`config.mk`:
```
export PLATFORM = sky130hd
export DESIGN_NAME = cmsdk_uart_capture_mc
export DESIGN_NICKNAME = d
export VERILOG_FILES = /design/src/rtl/cmsdk_uart_capture_pkg.sv /design/src/rtl/cmsdk_uart_capture_rx.sv /design/src/rtl/cmsdk_uart_capture_mc.sv
export SDC_FILE = /design/constraint.sdc
export NUM_CORES = 1
export LEC_CHECK = 0
export CORE_MARGIN = 4
export CORE_UTILIZATION = 57
export CTS_CLUSTER_SIZE = 40
export DETAILED_ROUTE_END_ITERATION = 6
export PLACE_DENSITY = 0.83
export SKIP_LAST_GASP = 1
export SLEW_MARGIN = 20
export SYNTH_ARGS = -nofsm -noshare
export SYNTH_HDL_FRONTEND = slang
export SYNTH_SLANG_ARGS = --single-unit
```
`constraint.sdc`:
```
create_clock -name CLK -period 2.9 [get_ports CLK]
set_input_delay 0.58 -clock CLK [delete_from_list [all_inputs] [get_ports CLK]]
set_output_delay 0.58 -clock CLK [all_outputs]
set_load 0.01 [all_outputs]
```
`src/rtl/cmsdk_uart_capture_pkg.sv`:
```
// Shared types and constants for the multi-channel UART capture monitor:
// receiver states, escape-command codes and parity modes.
package cmsdk_uart_capture_pkg;

  typedef enum logic [2:0] {IDLE, START, DATA, PARITY, STOP, BREAK} rx_state_t;
  typedef enum logic {NORMAL, ESC} esc_state_t;

  localparam logic [7:0] ESC_CODE    = 8'h1B;
  localparam logic [7:0] CMD_DBG_EN  = 8'h11;
  localparam logic [7:0] CMD_DBG_DIS = 8'h12;
  localparam logic [7:0] CMD_SIM_END = 8'h04;
  // Upper-nibble matches; the lower nibble carries the AUXCTRL payload.
  localparam logic [3:0] CMD_AUX_LO  = 4'h2;
  localparam logic [3:0] CMD_AUX_HI  = 4'h3;

  localparam int PAR_NONE = 0;
  localparam int PAR_ODD  = 1;
  localparam int PAR_EVEN = 2;

endpackage

```
`src/rtl/cmsdk_uart_capture_rx.sv`:
```
// Single-channel UART receiver: 2-flop input synchroniser, mid-bit sampling
// counter and frame FSM reporting good bytes, framing and parity errors.
module cmsdk_uart_capture_rx
  import cmsdk_uart_capture_pkg::*;
#(
  parameter int BAUD_DIV  = 16,
  parameter int DATA_BITS = 8,
  parameter int PAR_MODE  = PAR_NONE
) (
  input  logic                 clk,
  input  logic                 rst_n,
  input  logic                 rxd,
  output logic                 valid,
  output logic                 frame_err,
  output logic                 parity_err,
  output logic [DATA_BITS-1:0] data
);

  localparam int CNT_W = $clog2(BAUD_DIV);
  localparam logic [CNT_W-1:0] HALF_LOAD = CNT_W'(BAUD_DIV / 2 - 1);
  localparam logic [CNT_W-1:0] FULL_LOAD = CNT_W'(BAUD_DIV - 1);
  localparam logic [3:0]       LAST_BIT  = 4'(DATA_BITS - 1);

  logic                 rxd_p0, rxd_p1;
  rx_state_t            state;
  logic [CNT_W-1:0]     cnt;
  logic [3:0]           bit_idx;
  logic                 par_bad;
  logic [DATA_BITS-1:0] shreg;

  always_ff @(posedge clk or negedge rst_n) begin
    if (!rst_n) begin
      rxd_p0     <= 1'b1;
      rxd_p1     <= 1'b1;
      state      <= IDLE;
      cnt        <= '0;
      bit_idx    <= '0;
      par_bad    <= 1'b0;
      valid      <= 1'b0;
      frame_err  <= 1'b0;
      parity_err <= 1'b0;
      data       <= '0;
    end else begin
      rxd_p0     <= rxd;
      rxd_p1     <= rxd_p0;
      valid      <= 1'b0;
      frame_err  <= 1'b0;
      parity_err <= 1'b0;
      case (state)
        IDLE: if (!rxd_p1) begin
          cnt   <= HALF_LOAD;
          state <= START;
        end
        START: begin
          if (cnt != '0) cnt <= cnt - 1'b1;
          else if (rxd_p1) state <= IDLE;
          else begin
            cnt     <= FULL_LOAD;
            bit_idx <= '0;
            par_bad <= 1'b0;
            state   <= DATA;
          end
        end
        DATA: begin
          if (cnt != '0) cnt <= cnt - 1'b1;
          else begin
            cnt     <= FULL_LOAD;
            bit_idx <= bit_idx + 1'b1;
            if (bit_idx == LAST_BIT) state <= (PAR_MODE != PAR_NONE) ? PARITY : STOP;
          end
        end
        PARITY: begin
          if (cnt != '0) cnt <= cnt - 1'b1;
          else begin
            // Odd mode wants the XOR over data+parity to be 1, even mode 0.
            par_bad <= ((^shreg) ^ rxd_p1) != (PAR_MODE == PAR_ODD);
            cnt     <= FULL_LOAD;
            state   <= STOP;
          end
        end
        STOP: begin
          if (cnt != '0) cnt <= cnt - 1'b1;
          else if (!rxd_p1) begin
            frame_err <= 1'b1;
            state     <= BREAK;
          end else begin
            if (par_bad) parity_err <= 1'b1;
            else begin
              valid <= 1'b1;
              data  <= shreg;
            end
            state <= IDLE;
          end
        end
        BREAK: if (rxd_p1) state <= IDLE;
        default: state <= IDLE;
      endcase
    end
  end

  // Data shift register carries no reset; it is only observed after a full frame.
  always_ff @(posedge clk) begin
    if (state == DATA && cnt == '0) shreg <= {rxd_p1, shreg[DATA_BITS-1:1]};
  end

endmodule

```
`src/rtl/cmsdk_uart_capture_mc.sv`:
```
// Multi-channel UART capture monitor with channel-0 escape-command decoder.
// Optional simulation line printer enabled by CMSDK_UART_CAPTURE_PRINT_EN.
module cmsdk_uart_capture_mc
  import cmsdk_uart_capture_pkg::*;
#(
  parameter int NUM_CH    = 3,
  parameter int BAUD_DIV  = 16,
  parameter int DATA_BITS = 8,
  parameter int PARITY    = 0
) (
  input  logic                          CLK,
  input  logic                          RESETn,
  input  logic [NUM_CH-1:0]             RXD,
  output logic [NUM_CH-1:0]             RX_VALID,
  output logic [NUM_CH*DATA_BITS-1:0]   RX_DATA,
  output logic [NUM_CH-1:0]             RX_FRAME_ERR,
  output logic [NUM_CH-1:0]             RX_PARITY_ERR,
  output logic                          DEBUG_TESTER_ENABLE,
  output logic                          SIMULATIONEND,
  output logic [7:0]                    AUXCTRL
);

  for (genvar g = 0; g < NUM_CH; g++) begin : g_rx
    cmsdk_uart_capture_rx #(
      .BAUD_DIV (BAUD_DIV),
      .DATA_BITS(DATA_BITS),
      .PAR_MODE (PARITY)
    ) u_rx (
      .clk       (CLK),
      .rst_n     (RESETn),
      .rxd       (RXD[g]),
      .valid     (RX_VALID[g]),
      .frame_err (RX_FRAME_ERR[g]),
      .parity_err(RX_PARITY_ERR[g]),
      .data      (RX_DATA[g*DATA_BITS +: DATA_BITS])
    );
  end

  esc_state_t esc_state;
  logic [7:0] byte0;

  assign byte0 = 8'(RX_DATA[DATA_BITS-1:0]);

  // Decoder sees only good channel-0 bytes, so errored frames never act.
  always_ff @(posedge CLK or negedge RESETn) begin
    if (!RESETn) begin
      esc_state           <= NORMAL;
      DEBUG_TESTER_ENABLE <= 1'b0;
      SIMULATIONEND       <= 1'b0;
      AUXCTRL             <= 8'h00;
    end else if (RX_VALID[0]) begin
      case (esc_state)
        NORMAL: if (byte0 == ESC_CODE) esc_state <= ESC;
        ESC: begin
          esc_state <= NORMAL;
          if (byte0 == CMD_DBG_EN)            DEBUG_TESTER_ENABLE <= 1'b1;
          else if (byte0 == CMD_DBG_DIS)      DEBUG_TESTER_ENABLE <= 1'b0;
          else if (byte0 == CMD_SIM_END)      SIMULATIONEND       <= 1'b1;
          else if (byte0[7:4] == CMD_AUX_LO)  AUXCTRL[3:0]        <= byte0[3:0];
          else if (byte0[7:4] == CMD_AUX_HI)  AUXCTRL[7:4]        <= byte0[3:0];
        end
        default: esc_state <= NORMAL;
      endcase
    end
  end

`ifdef CMSDK_UART_CAPTURE_PRINT_EN
  logic [7:0] pbuf [NUM_CH][128];
  int         plen [NUM_CH];

  // esc_state here is the pre-update value, matching what the decoder consumes.
  always @(posedge CLK) begin
    if (!RESETn) begin
      for (int c = 0; c < NUM_CH; c++) plen[c] = 0;
    end else begin
      for (int c = 0; c < NUM_CH; c++) begin
        if (RX_VALID[c]) begin
          logic [7:0] b;
          string      s;
          b = 8'(RX_DATA[c*DATA_BITS +: DATA_BITS]);
          if (!(c == 0 && (esc_state == ESC || b == ESC_CODE)) && b != 8'h0D) begin
            if (b != 8'h0A) begin
              pbuf[c][plen[c]] = b;
              plen[c]++;
            end
            if (b == 8'h0A || plen[c] == 128) begin
              s = "";
              for (int i = 0; i < plen[c]; i++) s = $sformatf("%s%c", s, pbuf[c][i]);
              $display("UART%0d @%0t: %s", c, $time, s);
              plen[c] = 0;
            end
          end
        end
      end
    end
  end
`endif

endmodule

```
==> impl_table.tex, run 1 <==
\begin{tabular}{lr}
\hline
Metric & Value \\
\hline
\multicolumn{2}{l}{\textbf{Clocking}} \\
\quad Clock tree root driver cell & sky130\_fd\_sc\_hd\_\_clkbuf\_8 \\
\quad Clock latency at the later pin of the worst-skew pair & 0.37 ns \\
\quad TritonCTS clock tree & done \\
\quad Max H-tree Level & 3 \\
\quad Sinks on the clock net & 110 \\
\quad Maximum clock path buffer count & 2 \\
\quad Number of gates resized after cts & 0 \\
\quad \# hold bufs at CTS & 0 \\
\quad Number of buffers inserted during clock tree synthesis & 9 \\
\quad Setup Buffers After CTS & 0 \\
\quad Clock slew at the register clock pins of the worst setup and hold paths & 0.10 ns \\
\multicolumn{2}{l}{\textbf{STA}} \\
\quad Worst path setup slack after routing & 0.399 ns \\
\quad Max-slew violation count & 0 \\
\quad Worst rel slew slack & 0.502 \\
\quad Post-Route Setup TNS & 0 ns \\
\quad Clock skew & 0.0121 ns \\
\quad Final critical-path required period & 2.50 ns \\
\quad Share of the clock period used by the worst path & 0.862 \\
\quad Unrepaired setup endpoints after global routing & no \\
\quad Max Fclk & 400 MHz \\
\quad Setup violations, final & 0 \\
\quad Slew of the pin with the lowest slew margin & 0.745 ns \\
\quad Number of failing hold endpoints at the final stage & 0 \\
\multicolumn{2}{l}{\textbf{Power}} \\
\quad Part of the power in combinational logic & 0.205 \\
\quad Net switching fraction of the power & 0.320 \\
\quad Internal power & 2.52 mW \\
\quad Net switching component of the power & 1.19 mW \\
\quad Clock power share & 0.261 \\
\quad Part of the power in registers & 0.534 \\
\quad Worst IR Drop VDD & 450 uV \\
\quad Ratio of total power to cell area & 647 mW/mm\^{}2 \\
\quad Final Total Pwr & 3.71 mW \\
\quad Leakage power & 2.42 nW \\
\multicolumn{2}{l}{\textbf{Worst setup path}} \\
\quad Top fanout value on the critical path & 11 \\
\quad FF-to-FF End & g\_rx[1].u\_rx.shreg[0] \\
\quad CP Capture Type & flip-flop \\
\quad FF-to-FF path depth & 6 \\
\quad Type of origin of the critical path & flip-flop \\
\quad Setup CP Type & reg2reg \\
\quad Worst R2R Setup Slack & 0.40 ns \\
\quad Worst endpoint required time & 2.92 ns \\
\quad Source of the worst register-to-register timing path & g\_rx[1].u\_rx.cnt[1] \\
\quad Crit path arrival time & 2.52 ns \\
\multicolumn{2}{l}{\textbf{Floorplan}} \\
\quad Placeable Area & 0.00838 sq mm \\
\quad Row count & 33 \\
\quad Total I/O pin count & 48 \\
\quad Horizontal die dimension & 102 um \\
\quad Initial Util & 0.600 \\
\quad Die Y-Extent & 102 um \\
\quad Full die area & 0.0104 sq mm \\
\multicolumn{2}{l}{\textbf{Yosys}} \\
\quad Yosys warning total & 0 \\
\quad Post-Syn Area per Cell & 11.9 sq um \\
\quad Number of cells produced by synthesis & 422 \\
\quad Leading register cell type out of synthesis & sky130\_fd\_sc\_hd\_\_dfrtp\_1 \\
\quad Count of flip-flops with a built-in enable after synthesis & 24 \\
\quad Seq cells post-synth & 110 \\
\quad Async set or reset register ratio after synthesis & 0.782 \\
\quad Biggest area contributors in the synthesized netlist & sky130\_fd\_sc\_hd\_\_dfrtp\_1 40\%, sky130\_fd\_sc\_hd\_\_edfxtp\_1 14\%, sky130\_fd\_sc\_hd\_\_mux2\_2 5.8\%, sky130\_fd\_sc\_hd\_\_xnor2\_1 4.7\%, sky130\_fd\_sc\_hd\_\_dfstp\_2 3.1\% \\
\quad Sequential cell area fraction in the yosys report & 0.573 \\
\quad Net count after synthesis & 434 \\
\quad Library cell with the highest instance count after synthesis & sky130\_fd\_sc\_hd\_\_dfrtp\_1 \\
\quad Summed instance area of the synthesized netlist & 0.00503 sq mm \\
\quad Post-synthesis cell type with the largest combined area & sky130\_fd\_sc\_hd\_\_dfrtp\_1 \\
\quad Top cells by instance count after synthesis & 80 x sky130\_fd\_sc\_hd\_\_dfrtp\_1, 31 x sky130\_fd\_sc\_hd\_\_nand2\_1, 31 x sky130\_fd\_sc\_hd\_\_nor2\_1 \\
\quad Top cell type's share of synthesized area & 0.398 \\
\quad Unique cell type count in the Yosys netlist & 61 \\
\multicolumn{2}{l}{\textbf{Hold path}} \\
\quad Hold Path Class & in2async \\
\multicolumn{2}{l}{\textbf{GRT}} \\
\quad GRT met2 Usage & 0.288 \\
\quad Wire length of the first global-routing pass & 15000 um \\
\quad Global-route track usage on met3 & 0.0430 \\
\quad Global routing met1 resource utilization & 0.250 \\
\quad Number of global-route vias before repair & 3176 \\
\quad Most used routing layer & met2 \\
\quad Number of antenna violations at the first check in global routing & 0 \\
\quad Final global-route overflow total & 0 \\
\quad Maximum number of pins on one net before global-route repair & 87 \\
\quad Tot GR Track Use & 0.181 \\
\multicolumn{2}{l}{\textbf{Drt}} \\
\quad Drt first-iter violations & 165 \\
\quad Detailed-route DRC error count & 0 \\
\quad Wire per inst & 15.6 um \\
\quad Wirelength, routed & 8880 um \\
\quad Final antenna-violating net count & 0 \\
\quad Number of detailed-routing iterations run before antenna repair & 4 \\
\quad Ratio of routed vias to standard cells & 5.82 \\
\quad Via count & 3307 \\
\multicolumn{2}{l}{\textbf{Layout}} \\
\quad Layout cells sized above 1 & 0.145 \\
\quad Final-layout fill cell count & 585 \\
\quad \# nets final & 470 \\
\quad Number of diodes & 0 \\
\quad Synthesis-to-finish area growth & 14.0\% \\
\multicolumn{2}{l}{\textbf{Placed design}} \\
\quad Hpwl dp & 6200 um \\
\quad Worst slack, placed & 0.452 ns \\
\quad Number of port buffers & 47 \\
\quad Final weighted congestion of routability-driven global placement & 0.878 \\
\multicolumn{2}{l}{\textbf{Job}} \\
\quad Maxcap violations & 0 \\
\multicolumn{2}{l}{\textbf{Status}} \\
\quad Result of the run & completed \\
\hline
\end{tabular}
## state kept, by name, summed over array words and instances (netlist names), 8 cells and up
register,count
g_rx.u_rx.shreg,24
g_rx.u_rx.bit_idx,12
g_rx.u_rx.state,9
g_rx.u_rx.cnt,12
AUXCTRL,8
g_rx.u_rx.data,24
## power by group through the flow
stage	Clock, mW	Sequential, mW	Combinational (mW)
after floorplan	0	1.88	0.688
after global placement	0	1.98	0.708
after detailed placement	0	2.00	0.760
after CTS	0.992	1.97	0.764
after global routing	1.07	2.01	0.864
final	0.966	1.98	0.762
## cell families (layout without fill, tap and decap cells)
group                    count (synthesis)  count (layout)  synth area share
AO/OA/AOI/OAI                           72              72            0.0953
XOR/XNOR                                33              33            0.0575
adder cells (fa/ha/maj)                  7               7            0.0174
buffers and inverters                   42              83            0.0413
flip-flops                             110             110             0.573
multiplexers                            39              39            0.0921
AND/OR/NAND/NOR                        119             119             0.123
## through the flow
step / cells / util / hold slack [ns] / area [sq um]
4_1_cts: 568 / 0.684 / 0.238 / 5730
3_3_place_gp: 552 / 0.658 / 0.347 / 5520
2_1_floorplan: 422 / - / 0.284 / 5030
6_report: 568 / 0.684 / 0.213 / 5730
5_1_grt: 568 / 0.684 / 0.241 / 5730
3_5_place_dp: 552 / 0.658 / 0.347 / 5520
## worst max path at each step
stage | start | endpoint | slack [ns] | depth (start not counted)
floorplan | g_rx[0].u_rx.cnt[0] | g_rx[0].u_rx.bit_idx[3] | 0.71 | 8
CTS | g_rx[1].u_rx.cnt[0] | g_rx[1].u_rx.shreg[0] | 0.42 | 6
detailed placement | g_rx[0].u_rx.cnt[0] | g_rx[0].u_rx.bit_idx[3] | 0.45 | 8
global route | g_rx[1].u_rx.cnt[0] | g_rx[1].u_rx.shreg[0] | 0.23 | 6
global placement | g_rx[0].u_rx.cnt[0] | g_rx[0].u_rx.data[6] | 0.57 | 6
finish | g_rx[1].u_rx.cnt[1] | g_rx[1].u_rx.shreg[0] | 0.40 | 6
## per-layer routing
layer / vias up / part of all wire / wire [um]
met2: 90 / 0.48 / 4260
met5: - / 0 / 0
met4: 0 / 0.011 / 102
met1: 1630 / 0.46 / 4070
met3: 11 / 0.051 / 449
li1: 1576 / - / -
## final cells by class
| cell class | instances | area (sq um) | share of cell area |
|---|---|---|---|
| clock buffer | 9 | 124 | 0.0216 |
| clock inverter | 7 | 88.8 | 0.0155 |
| inverter | 17 | 63.8 | 0.0111 |
| multi-input combinational | 270 | 1940 | 0.338 |
| sequential | 110 | 2880 | 0.503 |
| tap | 105 | 131 | 0.0229 |
| timing repair buffer | 50 | 503 | 0.0878 |
## layout by cell type, fill, tap and decap left out, types with 5 or more instances in the layout
master                             n
sky130_fd_sc_hd__nor2_1           31
sky130_fd_sc_hd__mux2_2           26
sky130_fd_sc_hd__o21ai_0          17
sky130_fd_sc_hd__dfstp_2           6
sky130_fd_sc_hd__mux2i_1           5
sky130_fd_sc_hd__edfxtp_1         24
sky130_fd_sc_hd__ha_1              7
sky130_fd_sc_hd__clkbuf_8          9
sky130_fd_sc_hd__o22ai_1           6
sky130_fd_sc_hd__a21oi_1          17
sky130_fd_sc_hd__xor2_1            6
sky130_fd_sc_hd__nand3_1           7
sky130_fd_sc_hd__inv_1            17
sky130_fd_sc_hd__dfrtp_1          80
sky130_fd_sc_hd__clkdlybuf4s50_1  46
sky130_fd_sc_hd__mux2_4            8
sky130_fd_sc_hd__xnor2_1          27
sky130_fd_sc_hd__nand2_1          31
sky130_fd_sc_hd__nor3_1            8
## critical path, cell delays in order (launching register included)
cell	delay [ns]
sky130_fd_sc_hd__dfrtp_1	0.41
sky130_fd_sc_hd__inv_1	0.12
sky130_fd_sc_hd__ha_1	0.16
sky130_fd_sc_hd__or3b_2	0.49
sky130_fd_sc_hd__nor2_1	0.20
sky130_fd_sc_hd__and2_0	0.33
sky130_fd_sc_hd__and2b_1	0.45
No activity file was read; power rests on OpenSTA's default activity.
==> run 2, diff against run 1 <==
--- a/config.mk
+++ b/config.mk
@@ -10,6 +10,7 @@
 export CTS_CLUSTER_SIZE = 40
 export DETAILED_ROUTE_END_ITERATION = 6
 export PLACE_DENSITY = 0.83
+export RECOVER_POWER = 50
 export SKIP_LAST_GASP = 1
 export SLEW_MARGIN = 20
 export SYNTH_ARGS = -nofsm -noshare
==> run 2 against run 1 <==
Against the previous run:
- core utilization shrank 0.21 points
- register-to-register slack is essentially flat
- first-iteration DRC count up 1.8%
- clock power hardly changed
- routed wire length decreased by 0.20%
- design area down 0.31%
- critical path type unchanged
- clock skew about the same
- the flow now finishes with violations (capacitance limit, slew limit)
- sequential power about the same
- sequential cell count stayed put
- via count shrank 0.21%
- fmax increased by 0.15%
- non-clock buffer count stayed put
==> impl_table.tex, run 2 (synthesis results as in run 1) <==
\begin{tabular}{lr}
\hline
Metric & Value \\
\hline
\multicolumn{2}{l}{\textbf{Clocking}} \\
\quad Number of buffers inserted during clock tree synthesis & 9 (unchanged) \\
\quad Max H-tree Level & 3 (unchanged) \\
\quad Clock latency at the later pin of the worst-skew pair & 0.37 ns (about the same) \\
\quad Clock tree root driver cell & sky130\_fd\_sc\_hd\_\_clkbuf\_8 \\
\quad Setup Buffers After CTS & 0 (unchanged) \\
\quad Clock slew at the register clock pins of the worst setup and hold paths & 0.10 ns (about the same) \\
\quad \# hold bufs at CTS & 0 (unchanged) \\
\quad TritonCTS clock tree & done \\
\quad Maximum clock path buffer count & 2 (unchanged) \\
\quad Sinks on the clock net & 110 (unchanged) \\
\quad Number of gates resized after cts & 0 (unchanged) \\
\multicolumn{2}{l}{\textbf{Power}} \\
\quad Leakage power & 2.41 nW (-0.33\%) \\
\quad Worst IR Drop VDD & 449 uV (-0.16\%) \\
\quad Ratio of total power to cell area & 648 mW/mm\^{}2 (about the same) \\
\quad Net switching component of the power & 1.19 mW (-0.14\%) \\
\quad Part of the power in combinational logic & 0.204 (about the same) \\
\quad Net switching fraction of the power & 0.320 (about the same) \\
\quad Clock power share & 0.262 (about the same) \\
\quad Part of the power in registers & 0.534 (about the same) \\
\quad Internal power & 2.51 mW (-0.25\%) \\
\multicolumn{2}{l}{\textbf{STA}} \\
\quad Unrepaired setup endpoints after global routing & no \\
\quad Max-slew violation count & 87 (+87) \\
\quad Post-Route Setup TNS & 0 ns (unchanged) \\
\quad Final critical-path required period & 2.50 ns (-0.00379 ns) \\
\quad Clock skew & 0.0119 ns (-0.000207 ns) \\
\quad Post-Route Hold Slack & 0.367 ns (+0.154 ns) \\
\quad Number of failing hold endpoints at the final stage & 0 (unchanged) \\
\quad Share of the clock period used by the worst path & 0.861 (-0.00131) \\
\quad Slew of the pin with the lowest slew margin & 2.05 ns (+1.31 ns) \\
\quad Worst rel slew slack & -0.368 (-0.870) \\
\quad Max Fclk & 400 MHz (+0.15\%) \\
\quad Setup violations, final & 0 (unchanged) \\
\multicolumn{2}{l}{\textbf{Placed design}} \\
\quad Hpwl dp & 6200 um (unchanged) \\
\quad Number of port buffers & 47 (unchanged) \\
\quad Placed cell count & 552 (unchanged) \\
\quad Final weighted congestion of routability-driven global placement & 0.878 (unchanged) \\
\multicolumn{2}{l}{\textbf{Floorplan}} \\
\quad Die Y-Extent & 102 um (unchanged) \\
\quad Initial Util & 0.600 (unchanged) \\
\quad Total I/O pin count & 48 (unchanged) \\
\quad Full die area & 0.0104 sq mm (unchanged) \\
\quad Row count & 33 (unchanged) \\
\quad Horizontal die dimension & 102 um (unchanged) \\
\quad Placeable Area & 0.00838 sq mm (unchanged) \\
\multicolumn{2}{l}{\textbf{Drt}} \\
\quad Wire per inst & 15.6 um (-0.20\%) \\
\quad Via count & 3300 (-0.21\%) \\
\quad Max layer used & met4 \\
\quad Wirelength, routed & 8860 um (-0.20\%) \\
\quad Length of routed met3 wiring & 457 um (+1.8\%) \\
\quad Number of detailed-routing iterations run before antenna repair & 4 (unchanged) \\
\quad Detailed-route DRC error count & 0 (unchanged) \\
\quad Metal-1 WL & 4050 um (-0.37\%) \\
\quad Final antenna-violating net count & 0 (unchanged) \\
\quad Sum of met2 wire segment lengths after detailed routing & 4250 um (-0.28\%) \\
\quad Drt first-iter violations & 168 (+1.8\%) \\
\quad Ratio of routed vias to standard cells & 5.81 (-0.21\%) \\
\multicolumn{2}{l}{\textbf{Layout}} \\
\quad Largest registers & g\_rx.u\_rx.data: 24 flops, g\_rx.u\_rx.shreg: 24 flops \\
\quad Synthesis-to-finish area growth & 13.6\% \\
\quad Most used cells in the layout excluding fill and tap cells & 80 x sky130\_fd\_sc\_hd\_\_dfrtp\_1, 43 x sky130\_fd\_sc\_hd\_\_clkdlybuf4s50\_1, 31 x sky130\_fd\_sc\_hd\_\_nor2\_1, 31 x sky130\_fd\_sc\_hd\_\_nand2\_1, 27 x sky130\_fd\_sc\_hd\_\_xnor2\_1 \\
\quad \# nets final & 470 (unchanged) \\
\quad Layout cells sized above 1 & 0.136 (-0.00864) \\
\quad Final Util & 0.681 (-0.00209) \\
\quad Number of diodes & 0 (unchanged) \\
\quad Final-layout fill cell count & 588 (+0.51\%) \\
\quad Count of placed standard cells in the final layout, fillers left out & 568 (unchanged) \\
\quad Most common cell after layout, fill and taps aside & sky130\_fd\_sc\_hd\_\_dfrtp\_1 \\
\multicolumn{2}{l}{\textbf{GRT}} \\
\quad Number of antenna violations at the first check in global routing & 0 (unchanged) \\
\quad Tot GR Track Use & 0.181 (unchanged) \\
\quad Final global-route overflow total & 0 (unchanged) \\
\quad Number of global-route vias before repair & 3176 (unchanged) \\
\quad Wire length of the first global-routing pass & 15000 um (unchanged) \\
\quad Maximum number of pins on one net before global-route repair & 87 (unchanged) \\
\multicolumn{2}{l}{\textbf{Worst setup path}} \\
\quad Critical Path, Cell by Cell & inv\_1 -> ha\_1 -> or3b\_2 -> nor2\_1 -> and2\_0 -> and2b\_1 \\
\quad Setup CP Type & reg2reg \\
\quad Crit path arrival time & 2.52 ns (about the same) \\
\quad Type of origin of the critical path & flip-flop \\
\quad Top fanout value on the critical path & 11 (unchanged) \\
\quad CP Capture Type & flip-flop \\
\quad Delay of the slowest cell on the worst path & 0.48 ns (about the same) \\
\quad Worst endpoint required time & 2.92 ns (about the same) \\
\quad Slowest stage cell, crit path & sky130\_fd\_sc\_hd\_\_or3b\_2 \\
\multicolumn{2}{l}{\textbf{Hold path}} \\
\quad Hold Path Class & reg2reg \\
\multicolumn{2}{l}{\textbf{Job}} \\
\quad Maxcap violations & 1 (+1) \\
\multicolumn{2}{l}{\textbf{Status}} \\
\quad Result of the run & complete, but fails checks \\
\quad Violations in the final reports & capacitance limit, slew limit \\
\hline
\end{tabular}
-- run 2: changes by cell type in the layout (fill, tap and decap cells not counted), sizes merged --
cell / previous run / this run
clkdlybuf4s50: 46 / 43
clkbuf: 9 / 11
dlygate4sd3: 0 / 3
buf: 4 / 2
-- run 2: stage by stage --
| step | setup WS, ns | cell area [sq um] | power, mW |
|---|---|---|---|
| 2_1_floorplan | 0.709 | 5030 | 2.57 |
| 3_3_place_gp | 0.570 | 5520 | 2.69 |
| 3_5_place_dp | 0.452 | 5520 | 2.76 |
| 4_1_cts | 0.417 | 5730 | 3.73 |
| 5_1_grt | 0.229 | 5710 | 3.93 |
| 6_report | 0.403 | 5710 | 3.70 |
-- run 2: worst max-delay path: cells and delay by family (launching register included) --
kind / cells / cell delay (ns)
buffers and inverters: 1 / 0.12
and+or+nand+nor: 4 / 1.47
adders and majority gates: 1 / 0.16
DFF: 1 / 0.41
-- run 2: path summary, 6_finish.rpt --
kind	startpoint	end	slack [ns]	cells past startpoint
setup / recovery	g_rx[1].u_rx.cnt[1]	g_rx[1].u_rx.shreg[0]	0.40	6
hold / removal	g_rx[0].u_rx.rxd_p0	g_rx[0].u_rx.rxd_p1	0.37	0
setup reg to reg	g_rx[1].u_rx.cnt[1]	g_rx[1].u_rx.shreg[0]	0.40	6
hold reg to reg	g_rx[0].u_rx.rxd_p0	g_rx[0].u_rx.rxd_p1	0.37	0
max in group asynchronous	RESETn	g_rx[1].u_rx.state[1]	0.80	2
min in group asynchronous	RESETn	AUXCTRL[0]	0.88	2
-- run 2: power by group through the flow --
stage	combinational, mW	sequential [mW]	clock (mW)
2_1_floorplan	0.688	1.88	0
3_3_place_gp	0.708	1.98	0
3_5_place_dp	0.760	2.00	0
4_1_cts	0.764	1.97	0.992
5_1_grt	0.858	2.01	1.07
6_report	0.755	1.98	0.968
-- run 2: routing by layer --
layer / GRT usage / vias up
met2: 0.288 / 95
li1: - / 1573
met5: 0 / -
met4: 0.0525 / 0
met3: 0.0430 / 11
met1: 0.250 / 1621
-- run 2: cell type report --
class	instances	area (sq um)	area share
flip-flops and latches	110	2880	0.504
clock buffers	9	124	0.0217
inverters	17	63.8	0.0112
well taps	105	131	0.0230
clock inverters	7	88.8	0.0156
repair buffers	50	488	0.0854
multi-input cells	270	1940	0.339
==> run 3, diff against run 2 <==
--- a/config.mk
+++ b/config.mk
@@ -6,10 +6,10 @@
 export NUM_CORES = 1
 export LEC_CHECK = 0
 export CORE_MARGIN = 4
-export CORE_UTILIZATION = 57
+export CORE_UTILIZATION = 31
 export CTS_CLUSTER_SIZE = 40
 export DETAILED_ROUTE_END_ITERATION = 6
-export PLACE_DENSITY = 0.83
+export PLACE_DENSITY = 0.52
 export RECOVER_POWER = 50
 export SKIP_LAST_GASP = 1
 export SLEW_MARGIN = 20
==> run 3 against run 2 <==
Against the previous run:
- the flow now finishes without violations
- critical path depth did not move
- sequential cell count did not move
- first-iteration DRC count fell by 20%
- routed wire length increased by 4.4%
- die area up 76%
- combinational power is 2% lower
- sequential power about the same
==> impl_table.tex, run 3 (synthesis results as in run 1) <==
\begin{tabular}{lr}
\hline
Metric & Value \\
\hline
\multicolumn{2}{l}{\textbf{Worst setup path}} \\
\quad Crit path arrival time & 2.46 ns (-0.06 ns) \\
\quad CP Capture Type & flip-flop \\
\quad Setup CP Type & reg2reg \\
\quad Beginning of the critical path & g\_rx[1].u\_rx.cnt[0] \\
\quad Slowest stage cell, crit path & sky130\_fd\_sc\_hd\_\_or3b\_2 \\
\quad Delay of the slowest cell on the worst path & 0.48 ns (about the same) \\
\quad Top fanout value on the critical path & 11 (unchanged) \\
\quad Worst endpoint required time & 2.90 ns (-0.02 ns) \\
\quad Source of the worst register-to-register timing path & g\_rx[1].u\_rx.cnt[0] \\
\quad Critical Path, Cell by Cell & inv\_1 -> ha\_1 -> or3b\_2 -> nor2\_1 -> and2\_0 -> and2b\_1 \\
\quad Type of origin of the critical path & flip-flop \\
\multicolumn{2}{l}{\textbf{Drt}} \\
\quad Number of detailed-routing iterations run before antenna repair & 4 (unchanged) \\
\quad Final antenna-violating net count & 0 (unchanged) \\
\quad Detailed-route DRC error count & 0 (unchanged) \\
\quad Via count & 3262 (-1.2\%) \\
\quad Drt first-iter violations & 134 (-20\%) \\
\quad Wire per inst & 13.6 um (-13\%) \\
\quad Ratio of routed vias to standard cells & 4.79 (-18\%) \\
\quad Wirelength, routed & 9240 um (+4.4\%) \\
\multicolumn{2}{l}{\textbf{Clocking}} \\
\quad Sinks on the clock net & 110 (unchanged) \\
\quad Setup Buffers After CTS & 0 (unchanged) \\
\quad Number of buffers inserted during clock tree synthesis & 9 (unchanged) \\
\quad Clock tree root driver cell & sky130\_fd\_sc\_hd\_\_clkbuf\_16 \\
\quad Max H-tree Level & 3 (unchanged) \\
\quad TritonCTS clock tree & done \\
\quad \# hold bufs at CTS & 0 (unchanged) \\
\quad Clock slew at the register clock pins of the worst setup and hold paths & 0.07 ns (-0.03 ns) \\
\quad Maximum clock path buffer count & 2 (unchanged) \\
\quad Number of gates resized after cts & 0 (unchanged) \\
\quad Clock latency at the later pin of the worst-skew pair & 0.35 ns (-0.02 ns) \\
\multicolumn{2}{l}{\textbf{Power}} \\
\quad Worst IR Drop VDD & 295 uV (-34\%) \\
\quad Net switching component of the power & 1.15 mW (-2.9\%) \\
\quad Ratio of total power to cell area & 646 mW/mm\^{}2 (-0.18\%) \\
\quad Final Total Pwr & 3.82 mW (+3.4\%) \\
\quad Leakage power & 2.44 nW (+1.3\%) \\
\quad Internal power & 2.67 mW (+6.3\%) \\
\quad Net switching fraction of the power & 0.301 (-0.0195) \\
\quad Part of the power in registers & 0.515 (-0.019) \\
\quad Part of the power in combinational logic & 0.194 (-0.010) \\
\quad Clock power share & 0.292 (+0.030) \\
\multicolumn{2}{l}{\textbf{Layout}} \\
\quad Total area of multi-input combinational cells & 0.00194 sq mm (unchanged) \\
\quad Number of diodes & 0 (unchanged) \\
\quad Most common cell after layout, fill and taps aside & sky130\_fd\_sc\_hd\_\_dfrtp\_1 \\
\quad Register Area & 0.00288 sq mm (unchanged) \\
\quad Area of all placed cells without fillers & 0.00591 sq mm (+3.5\%) \\
\quad \# nets final & 472 (+0.43\%) \\
\quad Final Util & 0.372 (-0.309) \\
\quad Count of placed standard cells in the final layout, fillers left out & 681 (+20\%) \\
\quad Largest registers & g\_rx.u\_rx.data: 24 flops, g\_rx.u\_rx.shreg: 24 flops \\
\quad Final-layout fill cell count & 1592 (+170\%) \\
\quad Synthesis-to-finish area growth & 17.7\% \\
\quad Most used cells in the layout excluding fill and tap cells & 80 x sky130\_fd\_sc\_hd\_\_dfrtp\_1, 43 x sky130\_fd\_sc\_hd\_\_clkdlybuf4s50\_1, 31 x sky130\_fd\_sc\_hd\_\_nor2\_1, 31 x sky130\_fd\_sc\_hd\_\_nand2\_1, 27 x sky130\_fd\_sc\_hd\_\_xnor2\_1 \\
\quad Layout cells sized above 1 & 0.125 (-0.0113) \\
\multicolumn{2}{l}{\textbf{Hold path}} \\
\quad Critical hold path startpoint & g\_rx[1].u\_rx.rxd\_p0 \\
\quad Hold Path Class & reg2reg \\
\multicolumn{2}{l}{\textbf{Floorplan}} \\
\quad Full die area & 0.0183 sq mm (+76\%) \\
\quad Total I/O pin count & 48 (unchanged) \\
\quad Placeable Area & 0.0159 sq mm (+90\%) \\
\quad Die Y-Extent & 135 um (+33\%) \\
\quad Row count & 46 (+39\%) \\
\quad Horizontal die dimension & 135 um (+33\%) \\
\quad Initial Util & 0.316 (-0.283) \\
\multicolumn{2}{l}{\textbf{Placed design}} \\
\quad Number of port buffers & 47 (unchanged) \\
\quad Placed cell count & 665 (+20\%) \\
\quad Worst slack, placed & 0.451 ns (-0.00109 ns) \\
\quad Final weighted congestion of routability-driven global placement & 0.794 (-9.6\%) \\
\quad Hpwl dp & 6450 um (+4.0\%) \\
\quad Placed cell area & 0.00567 sq mm (+2.8\%) \\
\multicolumn{2}{l}{\textbf{STA}} \\
\quad Post-Route Hold Slack & 0.361 ns (-0.00592 ns) \\
\quad Clock skew & 0.00628 ns (-0.00565 ns) \\
\quad Worst path setup slack after routing & 0.448 ns (+0.0449 ns) \\
\quad Setup violations, final & 0 (unchanged) \\
\quad Post-Route Setup TNS & 0 ns (unchanged) \\
\quad Share of the clock period used by the worst path & 0.846 (-0.0155) \\
\quad Unrepaired setup endpoints after global routing & no \\
\quad Max-slew violation count & 0 (-100\%) \\
\quad Slew of the pin with the lowest slew margin & 1.29 ns (-0.762 ns) \\
\quad Final critical-path required period & 2.45 ns (-0.0449 ns) \\
\quad Number of failing hold endpoints at the final stage & 0 (unchanged) \\
\quad Worst rel slew slack & 0.139 (+0.507) \\
\quad Max Fclk & 408 MHz (+1.8\%) \\
\multicolumn{2}{l}{\textbf{Status}} \\
\quad Result of the run & completed \\
\multicolumn{2}{l}{\textbf{GRT}} \\
\quad Maximum number of pins on one net before global-route repair & 46 (-47\%) \\
\quad Wire length of the first global-routing pass & 15900 um (+5.7\%) \\
\quad Final global-route overflow total & 0 (unchanged) \\
\quad Number of antenna violations at the first check in global routing & 0 (unchanged) \\
\quad Tot GR Track Use & 0.108 (-0.0724) \\
\quad Number of global-route vias before repair & 3308 (+4.2\%) \\
\multicolumn{2}{l}{\textbf{Job}} \\
\quad Maxcap violations & 0 (-1) \\
\hline
\end{tabular}
[run 3: changes by cell type in the layout (fill, tap and decap cells not counted), sizes merged]
cell,previous run,this run
buf,2,3
clkbuf,11,14
dlymetal6s2s,0,1
bufinv,1,0
inv,21,17
clkinv,1,3
[run 3: cell type report]
cell class | instances | share of cell area
flip-flops and latches | 110 | 0.487
well taps | 216 | 0.0457
inverters | 17 | 0.0108
repair buffers | 52 | 0.0853
clock buffers | 12 | 0.0400
multi-input cells | 270 | 0.327
clock inverters | 4 | 0.00402
[run 3: layer usage]
metal	wire length, um	vias to the layer above	GRT usage
met5	0	-	0
met4	136	0	0.0375
met3	392	9	0.0386
met2	4360	56	0.173
met1	4350	1615	0.137
li1	-	1582	-
[run 3: worst max-delay path: cells and delay by family, from the launching register on]
family	cells	cell delay, ns
buffers and inverters	1	0.09
flip-flops	1	0.41
AND/OR/NAND/NOR	4	1.46
adder cells (fa/ha/maj)	1	0.15
[run 3: worst paths after layout]
path                                    endpoint  slack (ns)  depth (start not counted)
setup / recovery           g_rx[1].u_rx.shreg[5]        0.45                          6
setup reg to reg           g_rx[1].u_rx.shreg[5]        0.45                          6
hold reg to reg              g_rx[1].u_rx.rxd_p1        0.36                          0
min in group asynchronous    DEBUG_TESTER_ENABLE        0.44                          1
hold / removal               g_rx[1].u_rx.rxd_p1        0.36                          0
max in group asynchronous    g_rx[2].u_rx.cnt[2]        0.65                          2
[run 3: power by group through the flow]
stage | Clock, mW | Sequential, mW | Combinational, mW
after floorplan | 0 | 1.88 | 0.688
after global placement | 0 | 1.98 | 0.731
after detailed placement | 0 | 2.00 | 0.757
after CTS | 1.17 | 1.97 | 0.761
after global routing | 1.24 | 2.00 | 0.867
final | 1.12 | 1.97 | 0.740
